$ cat src/rtl/sw_array_ctrl.sv
// rtl/sw_array_ctrl.sv - job sequencer and running max-score reduction for a linear SW systolic array
// Optional SW_CTRL_MAXPOS_EN adds max_row_o/max_col_o (position of the best score).
module sw_array_ctrl #(
  parameter int N_PE          = 16,
  parameter int BP_WIDTH      = 2,
  parameter int CALC_WIDTH    = 16,
  parameter int ADDRESS_WIDTH = 10
) (
  input  logic                       clk,
  input  logic                       reset_i,
  input  logic                       start_i,
  input  logic [ADDRESS_WIDTH-1:0]   q_len_i,
  input  logic [ADDRESS_WIDTH-1:0]   t_len_i,
  output logic                       busy_o,
  output logic                       done_o,
  output logic                       err_o,
  output logic [ADDRESS_WIDTH-1:0]   q_addr_o,
  input  logic [BP_WIDTH-1:0]        q_data_i,
  output logic [ADDRESS_WIDTH-1:0]   t_addr_o,
  input  logic [BP_WIDTH-1:0]        t_data_i,
  output logic                       arr_reset_n_o,
  output logic [BP_WIDTH-1:0]        s_o,
  output logic                       s_update_o,
  output logic [BP_WIDTH-1:0]        t_o,
  output logic                       valid_o,
  input  logic [N_PE*CALC_WIDTH-1:0] h_vec_i,
  output logic [CALC_WIDTH-1:0]      max_score_o
`ifdef SW_CTRL_MAXPOS_EN
  ,
  output logic [ADDRESS_WIDTH-1:0]   max_row_o,
  output logic [ADDRESS_WIDTH-1:0]   max_col_o
`endif
);

  localparam int CW = ADDRESS_WIDTH + 1;

  typedef enum logic [2:0] {S_IDLE, S_CHECK, S_CLR, S_LOAD, S_FEED, S_DRAIN, S_DONE} state_t;

  state_t                          state, state_d;
  logic [CW-1:0]                   cnt, cnt_d;
  logic [ADDRESS_WIDTH-1:0]        q_len_q, t_len_q;
  logic                            err_q;
  logic                            len_bad;
  logic signed [CALC_WIDTH-1:0]    max_q, best, h_i;
  logic                            in_window;
`ifdef SW_CTRL_MAXPOS_EN
  logic [ADDRESS_WIDTH-1:0]        row_q, col_q, best_row, best_col;
`endif

  assign len_bad     = (q_len_q == '0) || (t_len_q == '0) || (q_len_q > ADDRESS_WIDTH'(N_PE));
  assign err_o       = err_q;
  assign max_score_o = max_q;
`ifdef SW_CTRL_MAXPOS_EN
  assign max_row_o   = row_q;
  assign max_col_o   = col_q;
`endif

  always_comb begin
    state_d       = state;
    cnt_d         = cnt;
    busy_o        = (state != S_IDLE);
    done_o        = 1'b0;
    arr_reset_n_o = 1'b0;
    q_addr_o      = '0;
    t_addr_o      = '0;
    s_o           = '0;
    s_update_o    = 1'b0;
    t_o           = '0;
    valid_o       = 1'b0;
    case (state)
      S_IDLE: if (start_i) state_d = S_CHECK;
      S_CHECK: begin
        cnt_d   = '0;
        state_d = len_bad ? S_DONE : S_CLR;
      end
      S_CLR: begin
        if (cnt == CW'(1)) begin
          q_addr_o = q_len_q - ADDRESS_WIDTH'(1);
          cnt_d    = '0;
          state_d  = S_LOAD;
        end else begin
          cnt_d = cnt + CW'(1);
        end
      end
      S_LOAD: begin
        arr_reset_n_o = 1'b1;
        s_update_o    = 1'b1;
        s_o           = q_data_i;
        // Query goes in highest index first so q[0] ends up sitting in PE0.
        if (cnt == {1'b0, q_len_q} - CW'(1)) begin
          cnt_d   = '0;
          state_d = S_FEED;
        end else begin
          q_addr_o = q_len_q - ADDRESS_WIDTH'(2) - cnt[ADDRESS_WIDTH-1:0];
          cnt_d    = cnt + CW'(1);
        end
      end
      S_FEED: begin
        arr_reset_n_o = 1'b1;
        t_o           = t_data_i;
        valid_o       = (cnt == '0);
        t_addr_o      = cnt[ADDRESS_WIDTH-1:0] + ADDRESS_WIDTH'(1);
        cnt_d         = cnt + CW'(1);
        if (cnt == {1'b0, t_len_q} - CW'(1)) state_d = S_DRAIN;
      end
      S_DRAIN: begin
        arr_reset_n_o = 1'b1;
        cnt_d         = cnt + CW'(1);
        if (cnt == {1'b0, q_len_q} + {1'b0, t_len_q}) state_d = S_DONE;
      end
      S_DONE: begin
        done_o  = 1'b1;
        state_d = S_IDLE;
      end
      default: state_d = S_IDLE;
    endcase
  end

  // cnt counts cycles since F0 during FEED/DRAIN; PE i carries column j = cnt-i-1.
  always_comb begin
    best      = max_q;
    h_i       = '0;
    in_window = 1'b0;
`ifdef SW_CTRL_MAXPOS_EN
    best_row  = row_q;
    best_col  = col_q;
`endif
    for (int i = 0; i < N_PE; i++) begin
      h_i       = $signed(h_vec_i[i*CALC_WIDTH +: CALC_WIDTH]);
      in_window = (state == S_FEED || state == S_DRAIN) &&
                  (CW'(i) < {1'b0, q_len_q}) && (cnt > CW'(i)) &&
                  (cnt <= CW'(i) + {1'b0, t_len_q});
      if (in_window && (h_i > best)) begin
        best     = h_i;
`ifdef SW_CTRL_MAXPOS_EN
        best_row = ADDRESS_WIDTH'(i);
        best_col = ADDRESS_WIDTH'(cnt - CW'(i) - CW'(1));
`endif
      end
    end
  end

  always_ff @(posedge clk or posedge reset_i) begin
    if (reset_i) begin
      state   <= S_IDLE;
      cnt     <= '0;
      q_len_q <= '0;
      t_len_q <= '0;
      err_q   <= 1'b0;
      max_q   <= '0;
`ifdef SW_CTRL_MAXPOS_EN
      row_q   <= '0;
      col_q   <= '0;
`endif
    end else begin
      state <= state_d;
      cnt   <= cnt_d;
      if (state == S_IDLE && start_i) begin
        q_len_q <= q_len_i;
        t_len_q <= t_len_i;
        err_q   <= 1'b0;
        max_q   <= '0;
`ifdef SW_CTRL_MAXPOS_EN
        row_q   <= '0;
        col_q   <= '0;
`endif
      end else begin
        if (state == S_CHECK && len_bad) err_q <= 1'b1;
        max_q <= best;
`ifdef SW_CTRL_MAXPOS_EN
        row_q <= best_row;
        col_q <= best_col;
`endif
      end
    end
  end

endmodule

$ cat config.mk
export PLATFORM = sky130hd
export DESIGN_NAME = sw_array_ctrl
export DESIGN_NICKNAME = d
export VERILOG_FILES = /design/src/rtl/sw_array_ctrl.sv
export SDC_FILE = /design/constraint.sdc
export NUM_CORES = 1
export LEC_CHECK = 0
export ABC_AREA = 0
export BUFFER_PORTS_ARGS = -buffer_cell sky130_fd_sc_hd__clkbuf_2
export CORE_ASPECT_RATIO = 0.75
export CORE_MARGIN = 8
export CORE_UTILIZATION = 54
export CTS_CLUSTER_SIZE = 16
export DETAILED_ROUTE_END_ITERATION = 10
export PLACE_DENSITY = 0.8
export SYNTH_ARGS = -nofsm -noshare
export SYNTH_HDL_FRONTEND = slang
export SYNTH_SLANG_ARGS = --single-unit
$ cat constraint.sdc
create_clock -name clk -period 37.4 [get_ports clk]
set_input_delay 7.48 -clock clk [delete_from_list [all_inputs] [get_ports clk]]
set_output_delay 7.48 -clock clk [all_outputs]
set_load 0.005 [all_outputs]
Yosys cells after proc, flatten, opt, wreduce, memory -nomap -nowiden:

Index checks and enable logic that the tools add are counted.

* add/sub/neg operators: 23
* magnitude comparators: 65
* eq/ne operators: 15
* multiplexer cells: 39
* reduce and logical (&&, ||, !) cells: 79

Operators by type and width (number)
* two-way mux 16 bit: 17
* > comparator 16 bit: 16
* less-or-equal comparator 11 bit: 15
* adder 4 x 10 -> 11 bit (first input constant): 8
* > comparator 11 x 4 -> 1 bit (second input constant): 8
* < comparator 4 x 10 -> 1 bit (first input constant): 8
* logical AND 1 bit: 66
* adder 3 x 10 -> 11 bit (first input constant): 4
* > comparator 11 x 3 -> 1 bit (second input constant): 4
* one-hot mux 11 bit (4 select lines): 1
* < comparator 3 x 10 -> 1 bit (first input constant): 4
* equality test 11 bit: 3
* two-way mux 10 bit: 3
* adder 2 x 10 -> 11 bit (first input constant): 2
* > comparator 11 x 1 -> 1 bit (second input constant): 2
* > comparator 11 x 2 -> 1 bit (second input constant): 2
* two-way mux 11 bit: 2
* subtractor 10 x 1 -> 11 bit (second input constant): 2
* zero test 10 bit: 2
* < comparator 1 x 10 -> 1 bit (first input constant): 2
* < comparator 2 x 10 -> 1 bit (first input constant): 2
* one-hot mux 10 bit (2 select lines): 1
* two-way mux 3 bit: 6
* one-hot mux 3 bit (6 select lines): 1
* other kinds (25): 40

* flip-flop bits (word level): 51
* input port bits: 283
* output and inout bits: 46
* word-level logic and storage cells: 227

Longest topological paths before layout:

* word-level depth: 53
* gate-level depth with buffers: 236
* gate-level depth less buffers: 206

Worst setup path after synthesis:

Ideal clock, no wire load.

* path type: in2reg
* start point: in h_vec_i[15]
* end point: reg max_q[10], in the netlist max_score_o[10]
* setup time: 0.133 ns
* arrival time: 46.356 ns
* data required time: 37.267 ns
* slack: -9.089 ns
* stages on the path: 211
* buffers on the path: 30
* cell sequence: ha_1 buf_4 nand4_1 a2111o_1 and3_1 clkbuf_1 nand2_1 o211a_1 clkbuf_1 buf_1 mux2i_1 ha_1 a21oi_1 o21ai_0 a221oi_1 a21oi_1 nor4b_1 clkbuf_1 (+175 left out) a2111o_1 o2111ai_1 clkbuf_1 mux2_2 ha_1 a21o_1 a21oi_1 nor2b_1 o21ai_0 nand2b_1 a221o_1 nand2_1 a31oi_1 o21ai_1 and2_0 buf_1 clkbuf_1 a21oi_1

* cells in the longest elaborated chain, start to end: 49

Ends and longest elaborated chain
* from (decl): RTL line 26 `input logic [N_PE*CALC_WIDTH-1:0] h_vec_i,`
* > comparator 16 bit: RTL line 133 `if (in_window && (h_i > best)) begin`
* logical AND 1 bit: RTL line 133
* two-way mux 16 bit (*): RTL line 133
* > comparator 16 bit: RTL line 133
* logical AND 1 bit: RTL line 133
* two-way mux 16 bit (*): RTL line 133
* > comparator 16 bit: RTL line 133
* logical AND 1 bit: RTL line 133
* (+33 left out)
* two-way mux 16 bit (*): RTL line 133
* > comparator 16 bit: RTL line 133
* logical AND 1 bit: RTL line 133
* two-way mux 16 bit (*): RTL line 133
* > comparator 16 bit: RTL line 133
* logical AND 1 bit: RTL line 133
* two-way mux 16 bit (*): RTL line 133
* two-way mux 16 bit (*): RTL line 158 `if (state == S_IDLE && start_i) begin`
* to (signal assigned): RTL line 169 `max_q <= best;`
* to (decl): RTL line 44 `logic signed [CALC_WIDTH-1:0] max_q, best, h_i;`

Every way passes the cells marked *; elsewhere a longest branch is shown, timed or not.
A chain may end at the register's enable or synchronous reset.

Worst setup path after layout:

* start point: in h_vec_i[9]
* end point: reg max_q[2], in the netlist max_score_o[2]

The elaborated chain is that of the path after synthesis.

==> summary.md <==
| Metric | Value |
|---|---|
| Failing checks | setup timing |
| Worst slew margin | 20.0% |
| Final Util | 79.0% |
| P per Cell Area | 83.7 nW/µm² |
| CP Depth | 199 |
| CTS buffer count | 5 |
| R2r setup slk | 0.18 ns |
| Placed cell area | 24900 µm² |
| Final wirelength | 90500 µm |
| Crit path required time | 37.64 ns |
| Critical path's most frequent cell | buf_4 |
| Synthesis Warnings | 0 |
| Via count | 24300 |
| HPWL after detailed placement | 67300 µm |
| Layout area overhead | 44.1% |
| Final instance area | 28300 µm² |
| Synth area leader | ha_1 |
| Crit path kind | in -> reg |
| RSZ-0062 raised after global routing | yes |
| CP startpoint | h_vec_i[9] |
| Root buffer cell | clkbuf_16 |
| Ys async rst share | 100% |
| End of the critical path | max_score_o[2]$_DFF_PP0_ |
| IR drop worst, VDD | 0.0492 mV |
| Seq pwr share | 5.4% |
| Arrival time at the worst endpoint | 43.47 ns |
| CP max stage cell | a2111o_1 |
| Final Hold Vio Count | 0 |
| Die Y | 181 µm |
| Main synth FF type | dfrtp_1 |
| Top-area cell type share of the netlist area | 26.8% |
| Clock Sinks | 51 |
| Clock share of power | 2.1% |
| Crit-path max cell delay | 0.48 ns |
| Worst clock skew | 0.00676 ns |
| DR WL/cell | 23.6 µm |
| H-tree depth | 2 |
| DIE AREA | 42800 µm² |
| Netlist cell types | 103 |
| Synth top area cells | ha_1 (27%), mux2_2 (7.4%), xnor2_1 (6.5%), dfrtp_1 (6.5%), inv_1 (5.9%) |
| Syn avg cell area | 7.49 µm² |
| Max Fclk | 0.0231 GHz |
| Critical path buffers and inverters | 36 |
| Grt total ovfl | 0 |
| # port buffers | 328 |
| Hold Path Class | reg -> reg |
| Seq/Total Area, Yosys | 6.49% |
| Post-synth EDFFs | 0 |
| Setup violations, final | 16 |
| Drt pass-1 iters | 6 |
| Seq cells post-synth | 51 |
| CP top delay family | compound AO/OA/AOI/OAI gates |
| Clock latency on the worst-skew pair | 0.31 ns |
| Switching share of power | 51.7% |
| Reg-to-reg startpoint | q_len_q[1]$_DFFE_PP0P_ |
| Slew @ Worst Pin | 1.20 ns |
| Dpl cells | 3694 |
| Total power | 0.00237 W |
| GRT Util Overall | 35.6% |
| Initial antenna violation count | 19 |
| Drc violations | 0 |
| Core Area | 35900 µm² |
| Max cap viols | 0 |
| Largest net degree at the start of global routing | 52 |
| Starting Density | 54.8% |
| # fillers | 2439 |
| Post-synthesis cell area | 19700 µm² |
| Via density | 6.35 |
| Routed Antenna Nets | 0 |
| Comb pwr share | 92.5% |
| Fin Setup TNS | -91.88 ns |
| Clk slew on worst S/H paths | 0.08 ns |
| Setup ws final | -5.83 ns |
| RR Endpoint | max_score_o[2]$_DFF_PP0_ |
| Die W | 236 µm |
| Sw Pwr | 0.00123 W |
| CTS max path bufs | 2 |
| Multi-input gate area | 19400 µm² |
| CTS tree | built |
| Min cycle time layout | 43.23 ns |
| First-pass GRT wire length | 124000 µm |
| CTS Hold Bufs | 0 |
| Final #Nets | 4048 |
| Lkg Pwr | 13.5 nW |
| Number of global-route vias before repair | 22600 |
| Register-to-Register Path Depth | 198 |
| I/O pins | 329 |
| Sequential cell area | 1280 µm² |
| Critical Path Source Type | input port |
| Iter 0 DRT Violations | 2752 |
| Run status | complete, but fails checks |
| FP Rows | 60 |
| Share of layout cells above drive strength 1 | 39.6% |
| Finished Layout Cells | 3827 |
| Synthesized netlist net count | 3331 |
| Max-slew violations | 0 |
| Crit path max fanout | 9 |
| P_int | 0.00114 W |
| Cells after Synth | 2625 |
| Crit path capture type | flip-flop |
| Final Cycle Share | 116% |
| Gp weighted congestion | 1.02 |
[how the worst min path moves through the flow]
stage | startpoint | to | slack [ns] | depth (start not counted)
3_5_place_dp | err_o$_DFFE_PP0P_ | err_o$_DFFE_PP0P_ | 0.49 | 1
2_1_floorplan | err_o$_DFFE_PP0P_ | err_o$_DFFE_PP0P_ | 0.49 | 1
3_3_place_gp | err_o$_DFFE_PP0P_ | err_o$_DFFE_PP0P_ | 0.48 | 1
6_report | err_o$_DFFE_PP0P_ | err_o$_DFFE_PP0P_ | 0.50 | 1
4_1_cts | err_o$_DFFE_PP0P_ | err_o$_DFFE_PP0P_ | 0.51 | 1
5_1_grt | err_o$_DFFE_PP0P_ | err_o$_DFFE_PP0P_ | 0.53 | 1
[kinds of logic (layout without fill, tap and decap cells)]
| group | Yosys count | in the layout | synth area share, % |
|---|---|---|---|
| adder cells (fa/ha/maj) | 426 | 426 | 27.1 |
| other | 0 | 19 | 0 |
| flip-flops | 51 | 51 | 6.49 |
| buffers and inverters | 407 | 1124 | 8.27 |
| AO/OA/AOI/OAI | 621 | 621 | 20.1 |
| XOR/XNOR | 164 | 164 | 7.31 |
| AND/OR/NAND/NOR | 766 | 767 | 20.1 |
| multiplexers | 190 | 190 | 10.6 |
[synth_stat cells, drive strengths merged (57+ instances only)]
master / n
nor2b: 73
a21oi: 209
o21ai: 168
nand2b: 58
a21o: 63
nand4: 81
nor2: 162
ha: 421
clkbuf: 59
inv: 310
mux2i: 57
xnor2: 146
mux2: 133
nand2: 186
[worst register-to-register path, delay by kind of cell, from the launching register on]
kind	cells	cell delay, ns
AO/OA/AOI/OAI	73	13.41
AND/OR/NAND/NOR	62	10.72
buffers and inverters	35	4.71
adder cells (fa/ha/maj)	16	4.27
multiplexers	12	3.51
flip-flops	1	0.51
[state kept, by name (all words and copies together), names as in the netlist]
signal       count
cnt             11
err_o            1
state            3
t_len_q         10
max_score_o     16
q_len_q         10
[layer usage]
layer / GRT usage (%) / routed length [µm]
met5: 0 / 22
met4: 15.6 / 5410
met3: 7.40 / 9970
met2: 54.2 / 38600
met1: 48.1 / 36500
[cell usage in the layout (no fill, tap or decap), types with 24 or more instances in the layout]
| master | n |
|---|---|
| nor3_1 | 31 |
| nand3_1 | 50 |
| mux2i_1 | 24 |
| a21o_1 | 62 |
| nand2b_1 | 57 |
| dfrtp_1 | 51 |
| inv_2 | 35 |
| nand2_1 | 171 |
| nor2_1 | 152 |
| a21oi_2 | 39 |
| ha_1 | 341 |
| xnor2_1 | 146 |
| buf_6 | 30 |
| nand4_1 | 81 |
| buf_4 | 429 |
| mux2_2 | 101 |
| clkbuf_2 | 315 |
| nor2b_1 | 67 |
| ha_4 | 73 |
| o21ai_1 | 30 |
| mux2_4 | 32 |
| inv_1 | 267 |
| a21oi_1 | 153 |
| o21ai_0 | 108 |
[per-stage QoR]
stage,hold WS (ns),setup slack (ns)
2_1_floorplan,0.488,-3.75
3_3_place_gp,0.484,-4.78
3_5_place_dp,0.488,-5.76
4_1_cts,0.505,-4.50
5_1_grt,0.529,-7.18
6_report,0.505,-5.83
[power by group through the flow]
stage	clock network, W	registers [W]	logic, W
finish	0.0000506	0.000128	0.00219
CTS	0.0000499	0.000122	0.00186
global route	0.0000523	0.000129	0.00234
detailed placement	0	0.000123	0.00182
floorplan	0	0.0000997	0.00116
global placement	0	0.000122	0.00177
[final cells by class]
cell class,count,area share (%)
multi-input combinational,2168,68.3
clock buffer,5,0.442
antenna,19,0.168
sequential,51,4.50
clock inverter,3,0.0795
tap,465,2.05
inverter,310,4.18
timing repair buffer,806,20.2
[timing repair]
| item | in CTS | in global routing |
|---|---|---|
| setup buffers | 16 | 74 |
| setup endpoints to repair | 16 | 16 |
| hold endpoints to repair | 0 | 0 |
| pin swaps | 16 | 129 |
| gates cloned | 3 | 14 |
| resized for setup | 47 | 408 |
No activity file was read; power rests on OpenSTA's default activity.
